===== src/rtl/write_b_in_pkg.sv =====
// Shared definitions for the write_b_in buffer writer: bank-state encoding,
// default parameter values and capacity helpers.
package write_b_in_pkg;

   typedef enum logic {
      W0 = 1'b0,
      W1 = 1'b1
   } bank_state_e;

   localparam int unsigned DEF_FREESPACE_UPDATE_SIZE = 64;
   localparam int unsigned DEF_PAYLOAD_BITS          = 64;
   localparam int unsigned DEF_NUM_ADDR_BITS         = 7;

   localparam int unsigned DEF_CAPACITY = 2 ** DEF_NUM_ADDR_BITS;

   // Total words held across both banks for a given address width.
   function automatic int unsigned capacity(input int unsigned num_addr_bits);
      return 32'd1 << num_addr_bits;
   endfunction

endpackage


===== src/rtl/b_in_credit_cnt.sv =====
// Occupancy tracking for write_b_in: counts accepted words, releases them in
// freespace_update chunks with clamp-to-zero, and derives ready from the count.
module b_in_credit_cnt
   import write_b_in_pkg::*;
#(
   parameter int unsigned FREESPACE_UPDATE_SIZE = DEF_FREESPACE_UPDATE_SIZE,
   parameter int unsigned NUM_ADDR_BITS         = DEF_NUM_ADDR_BITS
) (
   input  logic                     clk,
   input  logic                     reset,
   input  logic                     accept,
   input  logic                     freespace_update,
   output logic [NUM_ADDR_BITS:0]   occupancy,
   output logic                     rdy_bram2user,
   output logic                     underflow
);

   localparam int unsigned Capacity = capacity(NUM_ADDR_BITS);
   localparam int unsigned OccW     = NUM_ADDR_BITS + 1;

   logic [OccW-1:0] occ_q, occ_d;
   logic [31:0]     occ_plus_acc;

   // Accept is folded in before the release so a same-cycle pair nets out.
   always_comb begin
      occ_plus_acc = 32'(occ_q) + 32'(accept);
      underflow    = 1'b0;
      occ_d        = OccW'(occ_plus_acc);
      if (freespace_update) begin
         if (occ_plus_acc < FREESPACE_UPDATE_SIZE) begin
            underflow = 1'b1;
            occ_d     = '0;
         end else begin
            occ_d = OccW'(occ_plus_acc - FREESPACE_UPDATE_SIZE);
         end
      end
   end

   always_ff @(posedge clk or negedge reset) begin
      if (!reset) begin
         occ_q <= '0;
      end else begin
         occ_q <= occ_d;
      end
   end

   assign occupancy     = occ_q;
   assign rdy_bram2user = (32'(occ_q) != Capacity);

   occ_bounded_a : assert property (@(posedge clk) disable iff (!reset)
      32'(occ_q) <= Capacity);

   no_accept_when_full_a : assert property (@(posedge clk) disable iff (!reset)
      !(accept && !rdy_bram2user));

endmodule


===== src/rtl/write_b_in.sv =====
// Ping-pong BRAM writer: alternates accepted words between two banks with
// independent write addresses. Optional error flags under WRITE_B_IN_ERR_CHK_EN.
module write_b_in
   import write_b_in_pkg::*;
#(
   parameter int unsigned FREESPACE_UPDATE_SIZE = DEF_FREESPACE_UPDATE_SIZE,
   parameter int unsigned PAYLOAD_BITS          = DEF_PAYLOAD_BITS,
   parameter int unsigned NUM_ADDR_BITS         = DEF_NUM_ADDR_BITS
) (
   input  logic                       clk,
   input  logic                       reset,
   input  logic [PAYLOAD_BITS-1:0]    din_leaf_user2bram,
   input  logic                       vld_user2bram,
   output logic                       rdy_bram2user,
   input  logic                       freespace_update,
   output logic [NUM_ADDR_BITS-2:0]   addra_0,
   output logic [NUM_ADDR_BITS-2:0]   addra_1,
   output logic [PAYLOAD_BITS:0]      dina,
   output logic                       wea_0,
   output logic                       wea_1,
   output logic [NUM_ADDR_BITS:0]     occupancy,
   output logic [1:0]                 err_flags
);

   localparam int unsigned BankAw = NUM_ADDR_BITS - 1;
   localparam logic [BankAw-1:0] AddrOne = BankAw'(1);

   bank_state_e       state_q;
   logic [BankAw-1:0] addr0_q, addr1_q;
   logic              accept;
   logic              underflow;

   // Gating with reset keeps both enables low for the whole reset window.
   assign accept = vld_user2bram && rdy_bram2user && reset;
   assign wea_0  = accept && (state_q == W0);
   assign wea_1  = accept && (state_q == W1);
   assign dina   = {1'b1, din_leaf_user2bram};

   always_ff @(posedge clk or negedge reset) begin
      if (!reset) begin
         state_q <= W0;
         addr0_q <= '0;
         addr1_q <= '0;
      end else if (accept) begin
         unique case (state_q)
            W0: begin
               addr0_q <= addr0_q + AddrOne;
               state_q <= W1;
            end
            W1: begin
               addr1_q <= addr1_q + AddrOne;
               state_q <= W0;
            end
            default: state_q <= W0;
         endcase
      end
   end

   assign addra_0 = addr0_q;
   assign addra_1 = addr1_q;

   b_in_credit_cnt #(
      .FREESPACE_UPDATE_SIZE (FREESPACE_UPDATE_SIZE),
      .NUM_ADDR_BITS         (NUM_ADDR_BITS)
   ) u_credit_cnt (
      .clk              (clk),
      .reset            (reset),
      .accept           (accept),
      .freespace_update (freespace_update),
      .occupancy        (occupancy),
      .rdy_bram2user    (rdy_bram2user),
      .underflow        (underflow)
   );

`ifdef WRITE_B_IN_ERR_CHK_EN
   logic [1:0] err_q;

   always_ff @(posedge clk or negedge reset) begin
      if (!reset) begin
         err_q <= 2'b00;
      end else begin
         if (vld_user2bram && !rdy_bram2user) err_q[0] <= 1'b1;
         if (underflow)                       err_q[1] <= 1'b1;
      end
   end

   assign err_flags = err_q;
`else
   logic unused_underflow;
   assign unused_underflow = underflow;
   assign err_flags        = 2'b00;
`endif

   one_bank_write_a : assert property (@(posedge clk) disable iff (!reset)
      !(wea_0 && wea_1));

endmodule


===== config.mk =====
export PLATFORM = sky130hd
export DESIGN_NAME = write_b_in
export DESIGN_NICKNAME = d
export VERILOG_FILES = /design/src/rtl/write_b_in_pkg.sv /design/src/rtl/b_in_credit_cnt.sv /design/src/rtl/write_b_in.sv
export SDC_FILE = /design/constraint.sdc
export NUM_CORES = 1
export LEC_CHECK = 0
export BUFFER_PORTS_ARGS = -buffer_cell sky130_fd_sc_hd__buf_4
export CORE_ASPECT_RATIO = 1.75
export CORE_UTILIZATION = 33
export CTS_CLUSTER_SIZE = 30
export DETAILED_ROUTE_END_ITERATION = 12
export GPL_ROUTABILITY_DRIVEN = 0
export HOLD_SLACK_MARGIN = 0.06
export PLACE_DENSITY_LB_ADDON = 0.1
export SLEW_MARGIN = 20
export SYNTH_ARGS = -nofsm -noshare
export SYNTH_HDL_FRONTEND = slang
export SYNTH_HIERARCHICAL = 1
export SYNTH_SLANG_ARGS = --single-unit

===== constraint.sdc =====
create_clock -name clk -period 2.2 [get_ports clk]
set_input_delay 0.22 -clock clk [delete_from_list [all_inputs] [get_ports clk]]
set_output_delay 0.22 -clock clk [all_outputs]
set_load 0.02 [all_outputs]

* After elaboration in Yosys (flattened, before gate mapping)
Index checks and enable logic that the tools add are counted.
** Storage, ports and cells
- Word-level logic and storage cells :: 20
- Output and inout port bits :: 90
- Bits in registers :: 21
** Cells by class
- Add/subtract/negate cells :: 4
- Bitwise gates (word level) :: 1
- Mux-type cells :: 3
- $lt $le $gt $ge :: 1
- Eq/ne operators :: 1
- Reductions and logical operators :: 6
** Operators by type and width (count)
- $mux 8 :: 2
- $add 6x1->6 const B :: 2
- $add 8x1->9 :: 1
- $lt 9x7->1 const B :: 1
- $ne 8x8->1 const B :: 1
- $sub 8x7->8 const B :: 1
- $logic_and 1x1->1 :: 4
- $reduce_and 2->1 :: 2
- $pmux 1 s2 :: 1
- $not 1->1 :: 1

* Logic depth before layout (Yosys ltp)
Gate-level depths: netlist of run 1.
- Depth in word-level cells :: 7
- Depth in mapped cells :: 9
- Mapped depth without buffers :: 9

* By module
Netlist of run 1, hierarchy kept.
** Modules (own cells, without submodules)
- write_b_in :: cells each 112, times used 1, area an instance 1083.5 µm²
- b_in_credit_cnt :: cells each 57, times used 1, area an instance 565.5 µm²

* Worst setup path before layout of run 1
OpenSTA, ideal clock, no wires.
- Path kind :: flip-flop to flip-flop
- Start point :: reg u_credit_cnt.occ_q[1], in the netlist u_credit_cnt/occupancy[1]
- End point :: reg u_credit_cnt.occ_q[2], in the netlist u_credit_cnt/occupancy[2]
- Setup slack :: -350 ps
- Data arrival time :: 2418 ps
- Setup time :: 132 ps
- Cell stages (with the launch flop) :: 10
- Cells stage by stage :: dfrtp_1 -> buf_6 -> nor4_1 -> nand3_1 -> and3_1 -> ha_1 -> and2_4 -> and4_4 -> o41ai_4 -> nor2_1
** Between the ends
- Word-level cells in the longest chain between the ends :: 7
- Elaborated cells on any way between the ends :: 8
- Classes of those cells :: add/sub (2); order compare (1); eq/ne (1); mux (2); reduce/logical (2)
** RTL lines
- start: declaration :: line b_in_credit_cnt.sv:21 : logic [OccW-1:0] occ_q, occ_d;
- start signal: assignment :: line b_in_credit_cnt.sv:41 : occ_q <= '0;
- start signal: assignment :: line b_in_credit_cnt.sv:43 : occ_q <= occ_d;
- $ne 8x8->1 * :: line b_in_credit_cnt.sv:48 : assign rdy_bram2user = (32'(occ_q) != Capacity);
- named net rdy_bram2user :: line write_b_in.sv:14 : output logic rdy_bram2user,
- $logic_and 1x1->1 * (2 in a row) :: line write_b_in.sv:34 : assign accept = vld_user2bram && rdy_bram2user && reset;
- named net accept :: line write_b_in.sv:30 : logic accept;
- $add 8x1->9 * :: line b_in_credit_cnt.sv:26 : occ_plus_acc = 32'(occ_q) + 32'(accept);
- $sub 8x7->8 or $lt 9x7->1 (tied branches) :: line b_in_credit_cnt.sv:34, b_in_credit_cnt.sv:30
- $mux 8 :: line b_in_credit_cnt.sv:30 : if (occ_plus_acc < FREESPACE_UPDATE_SIZE) begin
- $mux 8 * :: line b_in_credit_cnt.sv:29 : if (freespace_update) begin
- named net u_credit_cnt.occ_d[2] :: line b_in_credit_cnt.sv:21
Mark *: on every way through the listed nets, which the timed path passes. The rest lies on a longest branch.
A chain may end at the register's enable or synchronous reset.

* Worst setup path in the final report of run 1
- Start point :: reg u_credit_cnt.occ_q[0], in the netlist u_credit_cnt/occupancy[0]
- End point :: out wea_0
** Between the ends
- Word-level cells in the longest chain between the ends :: 4
** RTL lines
- $ne 8x8->1 :: line b_in_credit_cnt.sv:48
- $logic_and 1x1->1 (2 in a row) :: line write_b_in.sv:34
- $logic_and 1x1->1 :: line write_b_in.sv:35 : assign wea_0 = accept && (state_q == W0);
- end: declaration :: line write_b_in.sv:19 : output logic wea_0,
No other way between the ends.

==> results of run 1 <==
layout by cell type, fill, tap and decap left out, types with 2 or more instances in the layout:
| cell type | count |
|---|---|
| sky130_fd_sc_hd__conb_1 | 3 |
| sky130_fd_sc_hd__buf_4 | 45 |
| sky130_fd_sc_hd__nor2_1 | 7 |
| sky130_fd_sc_hd__mux2_4 | 2 |
| sky130_fd_sc_hd__o21ai_0 | 4 |
| sky130_fd_sc_hd__xnor2_1 | 9 |
| sky130_fd_sc_hd__xor2_1 | 6 |
| sky130_fd_sc_hd__ha_1 | 3 |
| sky130_fd_sc_hd__dfrtp_1 | 18 |
| sky130_fd_sc_hd__clkbuf_8 | 3 |
| sky130_fd_sc_hd__nor2b_1 | 2 |
| sky130_fd_sc_hd__dfrtp_2 | 3 |
| sky130_fd_sc_hd__nand2_1 | 7 |
| sky130_fd_sc_hd__and3_1 | 2 |
| sky130_fd_sc_hd__nand4_1 | 5 |
| sky130_fd_sc_hd__inv_1 | 2 |
metal layers:
layer / vias up / wire, um / global-route usage [%] / part of all wire (%)
met5: - / 0 / 0 / 0
met4: 0 / 359 / 15.8 / 9.9
met2: 74 / 1750 / 21.8 / 48
li1: 450 / - / - / -
met1: 468 / 1170 / 11.7 / 32
met3: 48 / 356 / 5.70 / 9.8
state kept, by name, indices dropped and copies added, names as in the netlist:
signal and cells:
addra_1 6, addra_0 6, u_credit_cnt/occupancy 8, state_q 1
worst paths after layout:
| check | startpoint | to | slack [ns] |
|---|---|---|---|
| max | u_credit_cnt/occupancy[0] | wea_0 | 0.10 |
| min | freespace_update | u_credit_cnt/occupancy[7] | 0.35 |
| max reg2reg | u_credit_cnt/occupancy[0] | u_credit_cnt/occupancy[7] | 0.12 |
| min reg2reg | addra_0[5] | addra_0[5] | 0.49 |
| max in group asynchronous | reset | u_credit_cnt/occupancy[3] | 1.46 |
| min in group asynchronous | reset | addra_1[0] | 0.49 |
what timing repair did:
item | CTS | global route
cloned | 0 | 0
endpoints found under the hold margin | 21 | 0
pin swaps | 7 | 6
buffers inserted | 5 | 5
hold buffers | 1 | 0
gates resized for setup | 0 | 3
endpoints found under the setup margin | 3 | 9
through the flow:
step | hold slack (ns) | cells
after global routing | 0.378 | 200
after detailed placement | 0.226 | 186
after CTS | 0.336 | 196
after global placement | 0.229 | 186
final | 0.351 | 200
after floorplan | -0.0756 | 170
critical path, stage by stage (launching register included):
cell	delay, ns
sky130_fd_sc_hd__dfrtp_2	0.42
sky130_fd_sc_hd__nor4_4	0.30
sky130_fd_sc_hd__nand3_2	0.12
sky130_fd_sc_hd__buf_4	0.15
sky130_fd_sc_hd__buf_4	0.12
sky130_fd_sc_hd__and4b_1	0.30
sky130_fd_sc_hd__buf_4	0.20
layout make-up:
class | instances | area share [%]
clock buffer | 4 | 2.77
inverter | 2 | 0.462
multi-input combinational | 75 | 38.8
sequential | 21 | 32.5
tap | 52 | 4.00
timing repair buffer | 46 | 21.4
power groups by stage:
stage / Combinational (mW) / Clock [mW] / Sequential (mW)
after floorplan: 0.607 / 0 / 0.825
after global placement: 0.953 / 0 / 0.684
after detailed placement: 0.952 / 0 / 0.690
after CTS: 1.01 / 0.266 / 0.675
after global routing: 1.10 / 0.278 / 0.688
final: 1.01 / 0.252 / 0.669
kinds of logic after synthesis:
family                   after synthesis  share of synthesized area, %
buffers and inverters                 74                          33.5
AND/OR/NAND/NOR                       35                          12.5
flip-flops                            21                          31.9
AO/OA/AOI/OAI                         16                          8.88
XOR/XNOR                              15                          7.97
adder cells (fa/ha/maj)                4                          3.04
other                                  2                         0.455
multiplexers                           2                          1.82
==> out/qor.txt, run 1 <==
=======================================================================================
Data required time of the worst path                                            1.98 ns
Sw frac                                                                           40.9%
Path depth of the worst reg2reg path                                                  9
Synthesized cell area                                                          1650 um2
Fraction of power consumed by the clock network                                   13.0%
Total Power                                                                     1.94 mW
DIE AREA                                                                       5290 um2
Maximum level of the CTS H-tree                                                       1
TritonCTS clock tree                                                              built
Layout fillers                                                                      490
Total Negative Setup Slacks                                                        0 ns
DIE HEIGHT                                                                      95.5 um
Predominant post-synthesis flop cell                                       sky130_fd_sc_hd__dfrtp_1
Clock skew                                                                   0.00577 ns
Synth area leaders                                                         sky130_fd_sc_hd__dfrtp_1 (32%), sky130_fd_sc_hd__buf_4 (31%), sky130_fd_sc_hd__xnor2_1 (4.8%)
Number of antenna violations at the first check in global routing                     0
Ratio of cells with drive above 1 in the final layout                             46.6%
DRC errors left                                                                       0
Number of standard cells after synthesis                                            169
Wire length of the first global-routing pass                                    5500 um
Cell area power density                                                     1190 nW/um2
Floorplan Core Area                                                            4750 um2
Worst hold path type                                                       primary input to register
# rows                                                                               33
Worst setup slack after placement                                             0.0104 ns
Avg Cell Area, Syn                                                             9.76 um2
Nets@finish                                                                         221
Root cell of the clock tree                                                sky130_fd_sc_hd__clkbuf_8
Die W                                                                           55.4 um
Average via count per standard cell                                                5.20
Share of the synthesized area in the top cell type                                31.9%
Combinational group share of total power                                          52.4%
Area growth syn-to-layout                                                        -1.37%
CP Data Arrival Time                                                            1.88 ns
Post-route core utilization                                                       34.3%
Library cells used by synthesis                                                      37
Finished Cell Area                                                             1630 um2
Most numerous cell types in the synthesized netlist                        sky130_fd_sc_hd__buf_4 (69), sky130_fd_sc_hd__dfrtp_1 (21), sky130_fd_sc_hd__xnor2_1 (9), sky130_fd_sc_hd__nand2_1 (8), sky130_fd_sc_hd__nor2_1 (7)
Overall routed net length                                                       3640 um
Maximum number of pins on one net before global-route repair                         24
Total clock buffers created by CTS                                                    3
Post-synth EDFFs                                                                      0
Vias in the first global route                                                     1113
Top-count cell post-synth                                                  sky130_fd_sc_hd__buf_4
Sinks on Clock Net                                                                   21
Type of destination of the critical path                                    output port
Sequential-to-total area share from yosys stat                                    31.9%
Max rail drop VDD                                                              0.514 mV
Total via count in the routed design                                               1040
Count of input and output buffers                                                    26
I/O pin count                                                                       158
Drt wl/cell                                                                     18.2 um
Area taken by multi-input logic gates                                           632 um2
Peak clock frequency supported by timing                                        477 MHz
Result of the run                                                          finished, final reports clean
Worst-Skew Late Latency                                                         0.26 ns
Clock Path Buffers                                                                    2
Footprint of the flip-flops and latches                                         529 um2
Global routing usage summed across all routing layers                             13.5%
CP startpoint kind                                                             register
Share of power burned in registers                                                34.6%
Post-synthesis cell type with the largest combined area                    sky130_fd_sc_hd__dfrtp_1
Antenna-violating nets left                                                           0
Remaining global-route overflow                                                       0
Worst hold stages                                                                     4
Yosys warning count                                                                   6
Setup violations, final                                                               0
Kind of critical path                                                      register to output port
DP HPWL                                                                         2760 um
Maximum fanout count along the critical path                                          7
Period minus WS final                                                           2.10 ns
Detailed Routing Iterations Pass 1                                                    4
Number of pins exceeding their max-slew limit in the final report                     0
Number of violations reported at the end of detailed-routing iteration 0             15
Starting utilization of the core area                                             34.7%
Register bit total from synthesis                                                    21
Internal Pwr Total                                                              1.14 mW
Share of synthesized registers carrying an async set or reset                      100%
Clock-pin slew of the registers on the worst-case setup and hold paths          0.08 ns
Final-report hold violation count                                                     0
Worst-case setup margin in the final layout                                    0.103 ns
Area of placed instances                                                       1490 um2
# Max-Cap Violations                                                                  0
Final Cycle Share                                                                 95.3%
Leakage power                                                                  0.805 nW
Switching power summed over all nets                                             792 uW
ANT cells                                                                             0
=======================================================================================
(Power assumes the default switching activity.)
==> run 2, diff against run 1 <==
--- a/config.mk
+++ b/config.mk
@@ -7,6 +7,7 @@
 export LEC_CHECK = 0
 export BUFFER_PORTS_ARGS = -buffer_cell sky130_fd_sc_hd__buf_4
 export CORE_ASPECT_RATIO = 1.75
+export CORE_MARGIN = 2
 export CORE_UTILIZATION = 33
 export CTS_CLUSTER_SIZE = 30
 export DETAILED_ROUTE_END_ITERATION = 12
==> run 2 against run 1 <==
Net effect:
- design area shrank 3.3%
- clock-buffer cell count unchanged
- routed wire length about the same
- final cell count is 2.0% lower
- clock power fell by 2%
- register-to-register slack better by 0.02 ns
- total power decreased by 1.5%
- clock skew decreased by 0.0020 ns
- core utilization decreased by 2.1 points
- first-iteration DRC count grew 53%
- worst setup slack better by 0.028 ns
- largest power group unchanged
==> out/qor.txt, run 2 (synthesis gave the netlist of run 1 again) <==
=======================================================================================
Area growth syn-to-layout                                                        -4.63%
Clock-pin slew of the registers on the worst-case setup and hold paths          0.07 ns   about the same
Leading cell types in the layout, fill and taps excluded                   sky130_fd_sc_hd__buf_4 (39), sky130_fd_sc_hd__dfrtp_1 (18), sky130_fd_sc_hd__xnor2_1 (9), sky130_fd_sc_hd__nand2_1 (7), sky130_fd_sc_hd__nor2_1 (7)
Data required time of the worst path                                            1.98 ns   about the same
Maximum fanout count along the critical path                                          7   unchanged
Root cell of the clock tree                                                sky130_fd_sc_hd__clkbuf_8
Maximum level of the CTS H-tree                                                       1   unchanged
Remaining global-route overflow                                                       0   unchanged
Number of pins exceeding their max-slew limit in the final report                     0   unchanged
Endpoint of the most critical setup path                                          wea_0
Clock Path Buffers                                                                    2   unchanged
DIE HEIGHT                                                                      97.5 um   +2.1%
Floorplan Core Area                                                            4890 um2   +3.0%
Max rail drop VDD                                                              0.626 mV   +22%
Wire length of the first global-routing pass                                    5660 um   +3.0%
Path depth of the worst reg2reg path                                                  9   unchanged
DIE AREA                                                                       5600 um2   +5.8%
Non-Filler Instances                                                                196   -2.0%
Total clock buffers created by CTS                                                    3   unchanged
Layout fillers                                                                      497   +1.4%
Total via count in the routed design                                               1009   -3.0%
Worst hold path type                                                       primary input to register
RSZ-0062 raised after global routing                                                 no
Number of violations reported at the end of detailed-routing iteration 0             23   +8
Period minus WS final                                                           2.07 ns   -0.0281 ns
Type of destination of the critical path                                    output port
Critical Path Start                                                        u_credit_cnt/occupancy[1]
Final-report hold violation count                                                     0   unchanged
Clock skew                                                                   0.00373 ns   -0.00204 ns
Average via count per standard cell                                                5.15   -1.0%
# Max-Cap Violations                                                                  0   unchanged
Die W                                                                           57.4 um   +3.6%
Result of the run                                                          finished, final reports clean
Starting utilization of the core area                                             33.7%   -1.0 points
Startpoint of the worst-slack reg-to-reg timing path                       u_credit_cnt/occupancy[1]
Peak clock frequency supported by timing                                        483 MHz   +1.4%
# rows                                                                               34   +3.0%
I/O pin count                                                                       158   unchanged
DRC errors left                                                                       0   unchanged
Count of input and output buffers                                                    26   unchanged
Total Negative Setup Slacks                                                        0 ns   unchanged
Detailed Routing Iterations Pass 1                                                    4   unchanged
Setup violations, final                                                               0   unchanged
DP HPWL                                                                         2840 um   +2.8%
Maximum number of pins on one net before global-route repair                         24   unchanged
Worst-Skew Late Latency                                                         0.25 ns   about the same
Flip-flop count of the largest register, all copies and words added                   8   unchanged
Global routing usage summed across all routing layers                             13.2%   -0.32 points
Leakage power                                                                  0.777 nW   -3.5%
Critical register-to-register path endpoint                                u_credit_cnt/occupancy[5]
Total placed cells including tap cells                                              187   +0.54%
Overall routed net length                                                       3630 um   about the same
TritonCTS clock tree                                                              built
Hold Crit Start                                                            freespace_update
CP Data Arrival Time                                                            1.85 ns   -0.03 ns
ANT cells                                                                             0   unchanged
Number of antenna violations at the first check in global routing                     0   unchanged
Drt wl/cell                                                                     18.5 um   +2.0%
Final Cycle Share                                                                 94.0%   -1.3 points
Sinks on Clock Net                                                                   21   unchanged
Cell area power density                                                     1210 nW/um2   +1.9%
Most common cell after layout, fill and taps aside                         sky130_fd_sc_hd__buf_4
Kind of critical path                                                      register to output port
Ratio of cells with drive above 1 in the final layout                             43.0%   -3.7 points
Vias in the first global route                                                     1131   +1.6%
Nets@finish                                                                         215   -2.7%
CP startpoint kind                                                             register
Antenna-violating nets left                                                           0   unchanged
Minimum setup slack among reg-to-reg paths                                      0.14 ns   +0.02 ns
=======================================================================================
[run 2: final cells by class]
type	count	area, um2	share of cell area (%)
clock buffers	4	45.0	2.86
inverters	2	7.51	0.477
multi-input cells	75	621	39.5
flip-flops and latches	21	529	33.7
well taps	54	67.6	4.30
repair buffers	40	303	19.3
[run 2: how the worst min path moves through the flow]
stage                                           end  cells past startpoint
after floorplan                          addra_0[0]                      0
after global placement                      state_q                      2
after detailed placement                 addra_0[0]                      2
after CTS                 u_credit_cnt/occupancy[7]                      4
after global routing      u_credit_cnt/occupancy[7]                      4
final                     u_credit_cnt/occupancy[7]                      4
[run 2: layer usage]
metal | global-route usage (%) | part of all wire [%] | up-vias
li1 | - | - | 438
met1 | 11.2 | 28 | 452
met2 | 19.8 | 48 | 71
met3 | 5.86 | 11 | 48
met4 | 16.1 | 12 | 0
met5 | 0 | 0 | -
[run 2: what timing repair did]
| action | CTS | global route |
|---|---|---|
| endpoints found under the hold margin | 21 | 0 |
| cloned | 0 | 0 |
| setup buffers | 4 | 0 |
| resized for setup | 0 | 1 |
| pin swaps | 6 | 1 |
| hold buffers | 1 | 0 |
| setup endpoints to repair | 1 | 7 |
[run 2: through the flow]
step	total power, mW	util (%)	setup slack [ns]	hold WS (ns)	cell area [um2]
floorplan	1.43	-	0.0190	-0.0756	1700
global placement	1.63	30.3	0.0751	0.228	1480
detailed placement	1.63	30.3	0.0169	0.225	1480
CTS	1.94	32.0	0.0204	0.346	1570
global route	2.06	32.1	0.00604	0.380	1570
finish	1.91	32.1	0.131	0.357	1570
[run 2: worst max-delay path: stages (launching register included)]
cell and delay, ns:
sky130_fd_sc_hd__dfrtp_2 0.43, sky130_fd_sc_hd__nor4_4 0.28, sky130_fd_sc_hd__nand3_2 0.10, sky130_fd_sc_hd__buf_4 0.14, sky130_fd_sc_hd__buf_4 0.13, sky130_fd_sc_hd__and4b_1 0.30, sky130_fd_sc_hd__buf_4 0.20
[run 2: where the power goes]
group | internal [mW] | total (mW) | switching (mW)
Combinational | 0.472 | 0.996 | 0.525
Clock | 0.129 | 0.246 | 0.117
Sequential | 0.526 | 0.663 | 0.137
